--- config.mk ---
export PLATFORM = sky130hd
export DESIGN_NAME = vga_rx_monitor_flat
export DESIGN_NICKNAME = d
export VERILOG_FILES = /design/src/rtl/vga_rx_monitor_if.sv /design/src/rtl/vga_rx_monitor.sv /design/src/flat_wrapper.sv
export SDC_FILE = /design/constraint.sdc
export NUM_CORES = 1
export LEC_CHECK = 0
export CAP_MARGIN = 30
export CORE_UTILIZATION = 40
export CTS_CLUSTER_DIAMETER = 150
export DETAILED_ROUTE_END_ITERATION = 12
export GPL_ROUTABILITY_DRIVEN = 0
export PLACE_DENSITY = 0.71
export REMOVE_ABC_BUFFERS = 1
export SLEW_MARGIN = 20
export SYNTH_ARGS = -nofsm -noshare
export SYNTH_HDL_FRONTEND = slang
export SYNTH_SLANG_ARGS = --single-unit
--- constraint.sdc ---
create_clock -name CLOCK_50 -period 4.8 [get_ports CLOCK_50]
set_input_delay 0.48 -clock CLOCK_50 [delete_from_list [all_inputs] [get_ports CLOCK_50]]
set_output_delay 0.48 -clock CLOCK_50 [all_outputs]
set_load 0.01 [all_outputs]
--- src/rtl/vga_rx_monitor_if.sv ---
// rtl/vga_rx_monitor_if.sv - VGA source bus: pixel clock, sync pair and RGB
interface vga_rx_monitor_if;
  logic       VGA_CLK;
  logic       VGA_HS;
  logic       VGA_VS;
  logic [7:0] VGA_R;
  logic [7:0] VGA_G;
  logic [7:0] VGA_B;

  modport master (output VGA_CLK, VGA_HS, VGA_VS, VGA_R, VGA_G, VGA_B);
  modport slave  (input  VGA_CLK, VGA_HS, VGA_VS, VGA_R, VGA_G, VGA_B);
endinterface

--- src/rtl/vga_rx_monitor.sv ---
// rtl/vga_rx_monitor.sv - VGA receive monitor: timing reconstruction, lock FSM, frame checksum
module vga_rx_monitor #(
  parameter int H_TOTAL  = 800,
  parameter int HS_W     = 96,
  parameter int H_BP     = 48,
  parameter int H_ACTIVE = 640,
  parameter int V_TOTAL  = 525,
  parameter int VS_W     = 2,
  parameter int V_BP     = 33,
  parameter int V_ACTIVE = 480,
  parameter int SYNC_TOL = 1
) (
  input  logic            CLOCK_50,
  input  logic            RST,
  vga_rx_monitor_if.slave vga,
  output logic            locked,
  output logic            px_valid,
  output logic [9:0]      x,
  output logic [8:0]      y,
  output logic            frame_done,
  output logic [15:0]     frame_sum,
  output logic [10:0]     h_meas,
  output logic [9:0]      v_meas,
  output logic            err_h,
  output logic            err_v
);
  localparam logic [10:0] H_TOT  = 11'(H_TOTAL);
  localparam logic [10:0] H_LO   = 11'(HS_W + H_BP);
  localparam logic [10:0] H_HI   = 11'(HS_W + H_BP + H_ACTIVE);
  localparam logic [10:0] HSW_LO = 11'(HS_W - SYNC_TOL);
  localparam logic [10:0] HSW_HI = 11'(HS_W + SYNC_TOL);
  localparam logic [9:0]  V_TOT  = 10'(V_TOTAL);
  localparam logic [9:0]  V_LO   = 10'(VS_W + V_BP);
  localparam logic [9:0]  V_HI   = 10'(VS_W + V_BP + V_ACTIVE);
  localparam logic [9:0]  VSW_LO = 10'(VS_W - SYNC_TOL);
  localparam logic [9:0]  VSW_HI = 10'(VS_W + SYNC_TOL);

  typedef enum logic [1:0] {SEARCH = 2'd0, ACQ = 2'd1, LOCKED = 2'd2} state_t;

  // Input stage: everything captured on the same CLOCK_50 edge as VGA_CLK
  logic        r_clk_s, r_clk_p, r_hs_s, r_vs_s;
  logic [7:0]  r_r_s, r_g_s, r_b_s;
  logic        r_hs, r_vs;
  logic [10:0] r_h_cnt, r_hs_w;
  logic [9:0]  r_v_cnt, r_vs_w;
  logic        r_h_seen, r_frame_hbad;
  logic [1:0]  r_good_cnt;
  logic [15:0] r_acc;
  state_t      r_state;

  logic        w_tick, w_hs_fall, w_hs_rise, w_vs_fall, w_win;
  logic        w_hlen_bad, w_hsw_bad, w_line_bad, w_frame_bad;
  logic [10:0] w_h_inc, w_h_nxt;
  logic [9:0]  w_v_inc, w_v_nxt;

  assign w_tick    = r_clk_s & ~r_clk_p;
  assign w_hs_fall = w_tick &  r_hs & ~r_hs_s;
  assign w_hs_rise = w_tick & ~r_hs &  r_hs_s;
  assign w_vs_fall = w_tick &  r_vs & ~r_vs_s;

  assign w_h_inc = (r_h_cnt == 11'h7ff) ? r_h_cnt : r_h_cnt + 11'd1;
  assign w_v_inc = (r_v_cnt == 10'h3ff) ? r_v_cnt : r_v_cnt + 10'd1;
  // Coordinates of the pixel carried by this tick: the HS-fall pixel is column 0
  assign w_h_nxt = w_hs_fall ? 11'd0 : w_h_inc;
  assign w_v_nxt = w_vs_fall ? 10'd0 : (w_hs_fall ? w_v_inc : r_v_cnt);
  assign w_win   = (w_h_nxt >= H_LO) && (w_h_nxt < H_HI) &&
                   (w_v_nxt >= V_LO) && (w_v_nxt < V_HI);

  assign w_hlen_bad  = w_hs_fall & r_h_seen & (w_h_inc != H_TOT);
  assign w_hsw_bad   = w_hs_rise & r_h_seen & ((r_hs_w < HSW_LO) || (r_hs_w > HSW_HI));
  assign w_line_bad  = w_hlen_bad | w_hsw_bad;
  assign w_frame_bad = (w_v_inc != V_TOT) || (r_vs_w < VSW_LO) || (r_vs_w > VSW_HI) ||
                       r_frame_hbad || w_line_bad;

  always_ff @(posedge CLOCK_50 or posedge RST) begin
    if (RST) begin
      r_clk_s <= 1'b0;  r_clk_p <= 1'b0;  r_hs_s <= 1'b1;  r_vs_s <= 1'b1;
      r_r_s <= '0;  r_g_s <= '0;  r_b_s <= '0;
      r_hs <= 1'b1;  r_vs <= 1'b1;
      r_h_cnt <= '0;  r_hs_w <= '0;  r_v_cnt <= '0;  r_vs_w <= '0;
      r_h_seen <= 1'b0;  r_frame_hbad <= 1'b0;  r_good_cnt <= '0;  r_acc <= '0;
      r_state <= SEARCH;
      locked <= 1'b0;  px_valid <= 1'b0;  x <= '0;  y <= '0;
      frame_done <= 1'b0;  frame_sum <= '0;  h_meas <= '0;  v_meas <= '0;
      err_h <= 1'b0;  err_v <= 1'b0;
    end else begin
      r_clk_s <= vga.VGA_CLK;  r_clk_p <= r_clk_s;
      r_hs_s  <= vga.VGA_HS;   r_vs_s  <= vga.VGA_VS;
      r_r_s   <= vga.VGA_R;    r_g_s   <= vga.VGA_G;   r_b_s <= vga.VGA_B;
      px_valid   <= 1'b0;
      frame_done <= 1'b0;
      if (w_tick) begin
        r_hs    <= r_hs_s;
        r_vs    <= r_vs_s;
        r_h_cnt <= w_h_nxt;
        r_v_cnt <= w_v_nxt;
        if (w_hs_fall) begin
          h_meas   <= w_h_inc;
          r_h_seen <= 1'b1;
          r_hs_w   <= 11'd1;
        end else if (!r_hs_s && r_hs_w != 11'h7ff) begin
          r_hs_w <= r_hs_w + 11'd1;
        end
        if (w_vs_fall)
          r_vs_w <= 10'd1;
        else if (w_hs_fall && !r_vs_s && r_vs_w != 10'h3ff)
          r_vs_w <= r_vs_w + 10'd1;
        if (w_win) begin
          r_acc <= r_acc + 16'(r_r_s) + 16'(r_g_s) + 16'(r_b_s);
          if (locked) begin
            px_valid <= 1'b1;
            x        <= 10'(w_h_nxt - H_LO);
            y        <= 9'(w_v_nxt - V_LO);
          end
        end
        if (w_line_bad) begin
          r_frame_hbad <= 1'b1;
          if (r_state == LOCKED) err_h <= 1'b1;
        end
        if (w_vs_fall) begin
          v_meas       <= w_v_inc;
          r_acc        <= '0;
          r_frame_hbad <= 1'b0;
          case (r_state)
            SEARCH: begin
              r_state    <= ACQ;
              r_good_cnt <= '0;
            end
            ACQ: begin
              if (w_frame_bad) begin
                r_good_cnt <= '0;
              end else begin
                r_good_cnt <= r_good_cnt + 2'd1;
                if (r_good_cnt == 2'd1) begin
                  r_state <= LOCKED;
                  locked  <= 1'b1;
                end
              end
            end
            LOCKED: begin
              if (w_frame_bad) begin
                err_v      <= 1'b1;
                locked     <= 1'b0;
                r_state    <= ACQ;
                r_good_cnt <= '0;
              end else begin
                frame_sum  <= r_acc;
                frame_done <= 1'b1;
              end
            end
            default: r_state <= SEARCH;
          endcase
        end
      end
    end
  end
endmodule

--- src/flat_wrapper.sv ---
// flat-port wrapper written by rule: the top's interface ports become plain ports
module vga_rx_monitor_flat 
#(
  parameter int H_TOTAL  = 800,
  parameter int HS_W     = 96,
  parameter int H_BP     = 48,
  parameter int H_ACTIVE = 640,
  parameter int V_TOTAL  = 525,
  parameter int VS_W     = 2,
  parameter int V_BP     = 33,
  parameter int V_ACTIVE = 480,
  parameter int SYNC_TOL = 1
)
  (CLOCK_50, RST, locked, px_valid, x, y, frame_done, frame_sum, h_meas, v_meas, err_h, err_v, vga_VGA_CLK, vga_VGA_HS, vga_VGA_VS, vga_VGA_R, vga_VGA_G, vga_VGA_B);
  vga_rx_monitor_if vga_i ();
  input  logic CLOCK_50;
  input  logic RST;
  output logic locked;
  output logic px_valid;
  output logic [9:0] x;
  output logic [8:0] y;
  output logic frame_done;
  output logic [15:0] frame_sum;
  output logic [10:0] h_meas;
  output logic [9:0] v_meas;
  output logic err_h;
  output logic err_v;
  input wire logic [$bits(vga_i.VGA_CLK)-1:0] vga_VGA_CLK;
  input wire logic [$bits(vga_i.VGA_HS)-1:0] vga_VGA_HS;
  input wire logic [$bits(vga_i.VGA_VS)-1:0] vga_VGA_VS;
  input wire logic [$bits(vga_i.VGA_R)-1:0] vga_VGA_R;
  input wire logic [$bits(vga_i.VGA_G)-1:0] vga_VGA_G;
  input wire logic [$bits(vga_i.VGA_B)-1:0] vga_VGA_B;
  assign vga_i.VGA_CLK = vga_VGA_CLK;
  assign vga_i.VGA_HS = vga_VGA_HS;
  assign vga_i.VGA_VS = vga_VGA_VS;
  assign vga_i.VGA_R = vga_VGA_R;
  assign vga_i.VGA_G = vga_VGA_G;
  assign vga_i.VGA_B = vga_VGA_B;
  vga_rx_monitor #(.H_TOTAL(H_TOTAL), .HS_W(HS_W), .H_BP(H_BP), .H_ACTIVE(H_ACTIVE), .V_TOTAL(V_TOTAL), .VS_W(VS_W), .V_BP(V_BP), .V_ACTIVE(V_ACTIVE), .SYNC_TOL(SYNC_TOL)) u_core (.CLOCK_50(CLOCK_50), .RST(RST), .vga(vga_i), .locked(locked), .px_valid(px_valid), .x(x), .y(y), .frame_done(frame_done), .frame_sum(frame_sum), .h_meas(h_meas), .v_meas(v_meas), .err_h(err_h), .err_v(err_v));
endmodule
Yosys cells after proc, flatten, opt, wreduce, memory -nomap -nowiden
Cells that the tools add are included.
- eq/ne operators: 12
- bitwise logic cells: 17
- multiplexer cells: 31
- add/subtract/negate cells: 10
- reduce and logical (&&, ||, !) cells: 33
- magnitude comparators: 8
- operators with widths (kind ; count):
    2-to-1 mux 10 bit ; 5
    adder 16 x 8 -> 16 bit ; 3
    2-to-1 mux 11 bit ; 4
    2-to-1 mux 16 bit ; 2
    adder 11 x 1 -> 11 bit, second input constant ; 2
    adder 10 x 1 -> 10 bit, second input constant ; 2
    != test 10 bit, second input constant ; 2
    2-to-1 mux 1 bit ; 12
    case mux 2 bit (3 select lines) ; 2
    AND reduction 2 bit ; 6
    AND reduction 4 bit ; 3
    AND 1 bit ; 11
    equality test 11 bit, second input constant ; 1
    >= comparator 11 x 8 -> 1 bit, second input constant ; 1
    > comparator 11 x 7 -> 1 bit, second input constant ; 1
    < comparator 11 x 10 -> 1 bit, second input constant ; 1
    < comparator 11 x 7 -> 1 bit, second input constant ; 1
    != test 11 x 10 -> 1 bit, second input constant ; 1
    != test 11 bit, second input constant ; 1
    equality test 10 bit, second input constant ; 1
    >= comparator 10 x 6 -> 1 bit, second input constant ; 1
    > comparator 10 x 2 -> 1 bit, second input constant ; 1
    < comparator 10 x 1 -> 1 bit, second input constant ; 1
    < comparator 10 bit, second input constant ; 1
    other kinds (20) ; 45
- input port bits: 29
- word-level logic and storage cells: 139
- register bits after elaboration: 155

Longest topological paths before layout
- depth in word-level cells: 12
- mapped depth: 14

Least setup slack after synthesis
No wires, ideal clock.
- path type: register -> register
- from: reg u_core.r_v_cnt[1]
- to: reg u_core.x[0]
- path buffers: 2
- cell stages (with the launch flop): 13
- data arrival time: 3.648 ns
- clock period less this slack: 3.773 ns
- path slack: 1.027 ns
- path through: dfrtp_1 -> ha_1 -> and3_1 -> clkbuf_1 -> a31oi_1 -> mux2_2 -> and2_1 -> ha_1 -> or4_4 -> o32a_1 -> nor4_2 -> buf_4 -> mux2_2
- longest elaborated chain between the ends: 8
- elaborated cells between the ends (all ways): 10
- RTL lines (item ; RTL line ; source):
    from (decl) ; vga_rx_monitor.sv:45 ; logic [9:0] r_v_cnt, r_vs_w;
    from (signal assigned) ; vga_rx_monitor.sv:96 ; r_v_cnt <= w_v_nxt;
    adder 10 x 1 -> 10 bit or equality test 10 bit (tied branches) ; vga_rx_monitor.sv:62 ; assign w_v_inc = (r_v_cnt == 10'h3ff) ? r_v_cnt : r_v_cnt + 10'd1;
    2-to-1 mux 10 bit ; vga_rx_monitor.sv:62 ;
    2-to-1 mux 10 bit * (2 in series) ; vga_rx_monitor.sv:65 ; assign w_v_nxt = w_vs_fall ? 10'd0 : (w_hs_fall ? w_v_inc : r_v_cnt);
    net u_core.w_v_nxt[1] ; vga_rx_monitor.sv:54 ; logic [9:0] w_v_inc, w_v_nxt;
    >= comparator 10 x 6 -> 1 bit ; vga_rx_monitor.sv:67 ; (w_v_nxt >= V_LO) && (w_v_nxt < V_HI);
    logical AND 1 bit ; vga_rx_monitor.sv:66 ; assign w_win = (w_h_nxt >= H_LO) && (w_h_nxt < H_HI) &&
    logical AND 1 bit * ; vga_rx_monitor.sv:67 ;
    AND reduction 3 bit (no source line) * ; - ;
    to (signal assigned) ; vga_rx_monitor.sv:112 ; x <= 10'(w_h_nxt - H_LO);
    to (decl) ; vga_rx_monitor.sv:18 ; output logic [9:0] x,
The timed path passes the listed nets; every way through them passes the cells marked *.
A chain may end at the register's enable or synchronous reset.

Final worst setup path
- from: reg u_core.r_v_cnt[0]
- to: reg u_core.r_acc[6]
- longest elaborated chain between the ends: 9
- elaborated cells between the ends (all ways): 11
- RTL lines (item ; RTL line ; source):
    adder 10 x 1 -> 10 bit or equality test 10 bit (tied branches) ; vga_rx_monitor.sv:62 ;
    2-to-1 mux 10 bit * ; vga_rx_monitor.sv:62 ;
    2-to-1 mux 10 bit * (2 in series) ; vga_rx_monitor.sv:65 ;
    net u_core.w_v_nxt[1] ; vga_rx_monitor.sv:54 ;
    >= comparator 10 x 6 -> 1 bit ; vga_rx_monitor.sv:67 ;
    logical AND 1 bit ; vga_rx_monitor.sv:66 ;
    logical AND 1 bit * ; vga_rx_monitor.sv:67 ;
    nonzero test 2 bit (no source line) * ; - ;
    AND reduction 2 bit (no source line) * ; - ;
    to (signal assigned) ; vga_rx_monitor.sv:109 ; r_acc <= r_acc + 16'(r_r_s) + 16'(r_g_s) + 16'(r_b_s);
    to (decl) ; vga_rx_monitor.sv:48 ; logic [15:0] r_acc;
Marks and branches as above.

==> out/qor.yml <==
outcome:
  outcome: "finished clean"
layout:
  syn_to_final_growth_pct: 20.8
  nNetsFinal: 978
  layout-drive-gt1-share_pct: 10.5
  diodes: 0
  final_area_um2: 10000
sta:
  hold_viol: 0
  post-route-period-util_pct: 86.2
  fin_ws_ps: 661
  fin_crit_ps: 4140
  finalSetupViolCount: 0
  timing.fmax_mhz: 242
  grt_setup_unrepaired: "false"
  worst_slew_pin_slew_ps: 849
  relSlewSlack_pct: 43.0
  timing.clock.skew_ps: 16.0
  slew_violations: 0
placed_design:
  dp_worst_setup_slack_ps: 672
  dp_hpwl_um: 13100
  io_buffers: 89
  place_area_um2: 9440
critical_path:
  setup.worst_path.end: "u_core.r_acc[6]"
  cp-startpoint: "u_core.r_v_cnt[0]"
  path_common_cell: "ha_1"
  worst_path_max_delay_cell: "or4_4"
  critPathKind: "register to register"
  rr_endpoint: "u_core.r_acc[6]"
  rrSetupSlack_ps: 660
  cp.required_ps: 5070
  slowest_delay_ps: 580
  critPathTopFamily: "simple AND/OR/NAND/NOR gates"
  crit_chain: "ha_1 -> and3_1 -> a31oi_1 -> mux2_2 -> and2_1 -> ha_1 -> or4_4 -> o32a_1 -> buf_4 -> nor4_4 -> o311ai_0"
  cp_max_fo: 19
  cp_num_buf_inv: 1
  r2r_start: "u_core.r_v_cnt[0]"
  ff2ff_path_depth: 11
  critPathCaptureType: "register"
  cp-start-kind: "register"
  arrival_ps: 4410
  path_depth: 11
clock_network:
  path_clk_slew_ps: 60
  cts.sinks: 155
  holdBufCountCts: 0
  cts_buffer_depth: 2
  clkLatencyLatePin_ps: 430
  htree_levels: 4
  cts.root.buffer_cell: "clkbuf_16"
  cts_resized: 0
  numCtsBuffers: 17
  tritoncts: "done"
  post-cts-setup-buffers: 0
logic_synthesis:
  synth_flop_cell: "dfrtp_1"
  yosys_register_bits: 155
  async_reset_ff_share_pct: 100
  syn_inst: 834
  synth.distinct_cells: 69
  ys_warn_count: 0
  synth_area_um2: 8310
  synth-seq-area-share_pct: 46.7
  synth_edf_count: 0
  avgSynthCellArea_um2: 9.97
floorplan:
  dieArea_um2: 21400
  chipHeight_um: 146
  placementRows: 52
  core_area_um2: 20300
  start_util_pct: 40.9
  io_pins: 90
  dieWidth_um: 146
global_route:
  grt-ovfl-total: 0
  grt_max_degree: 102
  grt_pass1_vias: 6299
  grt.total_usage_pct: 18.6
  antenna_found_initial: 0
  grt_pass1_wl_um: 31700
routing:
  via_count: 6453
  drt_pass1_iterations: 5
  drc_errors: 0
  drt-initial-drc-count: 425
  drtAntennaViolNets: 0
  via_per_inst: 5.40
  avgRoutedWirePerCell_um: 15.7
  wirelength_um: 18800
run:
  max-cap-violations: 0
pwr:
  vdd_ir_drop_max_uv: 258
  p_leak_nw: 4.41
  powerDensity_nw_per_um2: 349
hold_path:
  hold_class: "input port to asynchronous set/reset pin"
==> cells by family after synthesis <==
kind of cell / Yosys count / synth area share (%)
AOI/OAI and AO/OA: 159 / 12.6
xor gates and xnor gates: 35 / 3.69
adders and majority gates: 37 / 7.01
buffers and inverters: 106 / 5.43
DFF: 155 / 46.7
muxes: 44 / 5.81
and+or+nand+nor: 298 / 18.7
==> cell usage after synthesis, types with 10 or more instances <==
| cell type | number | area, um^2 |
|---|---|---|
| a21o_1 | 10 | 75.1 |
| a21oi_1 | 33 | 165 |
| and3_1 | 14 | 87.6 |
| buf_2 | 13 | 65.1 |
| clkbuf_1 | 21 | 78.8 |
| dfrtp_1 | 151 | 3780 |
| fa_1 | 16 | 320 |
| ha_1 | 21 | 263 |
| inv_1 | 61 | 229 |
| mux2_2 | 34 | 383 |
| mux2i_1 | 10 | 100 |
| nand2_1 | 101 | 379 |
| nand3_1 | 23 | 115 |
| nand4_1 | 18 | 113 |
| nor2_1 | 49 | 184 |
| o21ai_0 | 44 | 220 |
| or3_1 | 16 | 100 |
| or4_1 | 15 | 113 |
| xnor2_1 | 13 | 114 |
| xor2_1 | 22 | 193 |
==> state kept, by name, summed over array words and instances, names as in the netlist, 2 cells and up <==
register,flops
u_core.frame_sum,16
u_core.r_acc,16
u_core.h_meas,11
u_core.r_h_cnt,11
u_core.r_hs_w,11
u_core.r_v_cnt,10
u_core.r_vs_w,10
u_core.v_meas,10
u_core.x,10
u_core.y,9
u_core.r_b_s,8
u_core.r_g_s,8
u_core.r_r_s,8
u_core.r_good_cnt,2
u_core.r_state,2
==> where the power goes <==
part | switching, W | leakage [nW] | internal, W
Combinational | 0.000355 | 2.09 | 0.000307
Sequential | 0.000122 | 2.05 | 0.00141
Clock | 0.000548 | 0.273 | 0.000766
==> routing by layer <==
layer  routed length, um  GRT usage [%]  vias up
met5                   0              0        -
met4                 442           8.13        0
met3                 881           3.41       29
met2                9040           30.1      178
met1                8420           24.5     3149
li1                    -              -     3097
==> worst min path at each step <==
stage	from	to
after floorplan	u_core.r_clk_s	u_core.r_clk_p
after global placement	u_core.r_vs	u_core.r_vs
after detailed placement	u_core.r_vs	u_core.r_vs
after CTS	vga_VGA_HS	u_core.r_hs_s
after global routing	RST	u_core.h_meas[9]
final	RST	u_core.r_r_s[0]
==> cell type report <==
class | instances | area [um^2]
flip-flops and latches | 155 | 3880
inverters | 61 | 234
well taps | 270 | 338
clock inverters | 14 | 145
repair buffers | 104 | 1020
fillers | 1896 | 10300
multi-input cells | 573 | 3990
clock buffers | 18 | 429
==> worst register-to-register path, delay by kind of cell (launching register included) <==
| kind | cells | cell delay (ps) |
|---|---|---|
| muxes | 1 | 400 |
| DFF | 1 | 460 |
| and+or+nand+nor | 4 | 1520 |
| AOI/OAI and AO/OA | 3 | 880 |
| adders and majority gates | 2 | 500 |
| buffers and inverters | 1 | 230 |
==> metrics by stage <==
stage          power [W]  util (%)  std cells  hold WS, ps  setup TNS (ps)
2_1_floorplan    0.00197         -        789          400          -15150
3_3_place_gp     0.00219      46.5       1162          453               0
3_5_place_dp     0.00221      46.5       1162          464               0
4_1_cts          0.00353      49.3       1194          461               0
5_1_grt          0.00370      49.5       1195          462               0
6_report         0.00350      49.5       1195          423               0
==> cells in the final DEF, fill, tap and decap left out, types with 6 or more instances in the layout <==
master           Yosys  routed
dfrtp_1            151     151
nand2_1            101     101
clkdlybuf4s50_1      0      89
inv_1               61      60
nor2_1              49      49
o21ai_0             44      44
mux2_2              34      34
a21oi_1             33      33
nand3_1             23      23
xor2_1              22      22
ha_1                21      21
nand4_1             18      18
clkbuf_16            0      17
or3_1               16      16
fa_1                16      16
or4_1               15      15
and3_1              14      14
buf_4                6      14
xnor2_1             13      13
a21o_1              10      10
mux2i_1             10      10
and2_1               9       9
nand2b_1             9       9
nor3_1               9       9
a31oi_1              8       8
nor4_1               8       8
and4_1               7       7
a211oi_1             7       7
o31ai_1              7       7
o311ai_0             7       7
o211ai_1             6       6
Power figures use the tool's default switching activity.
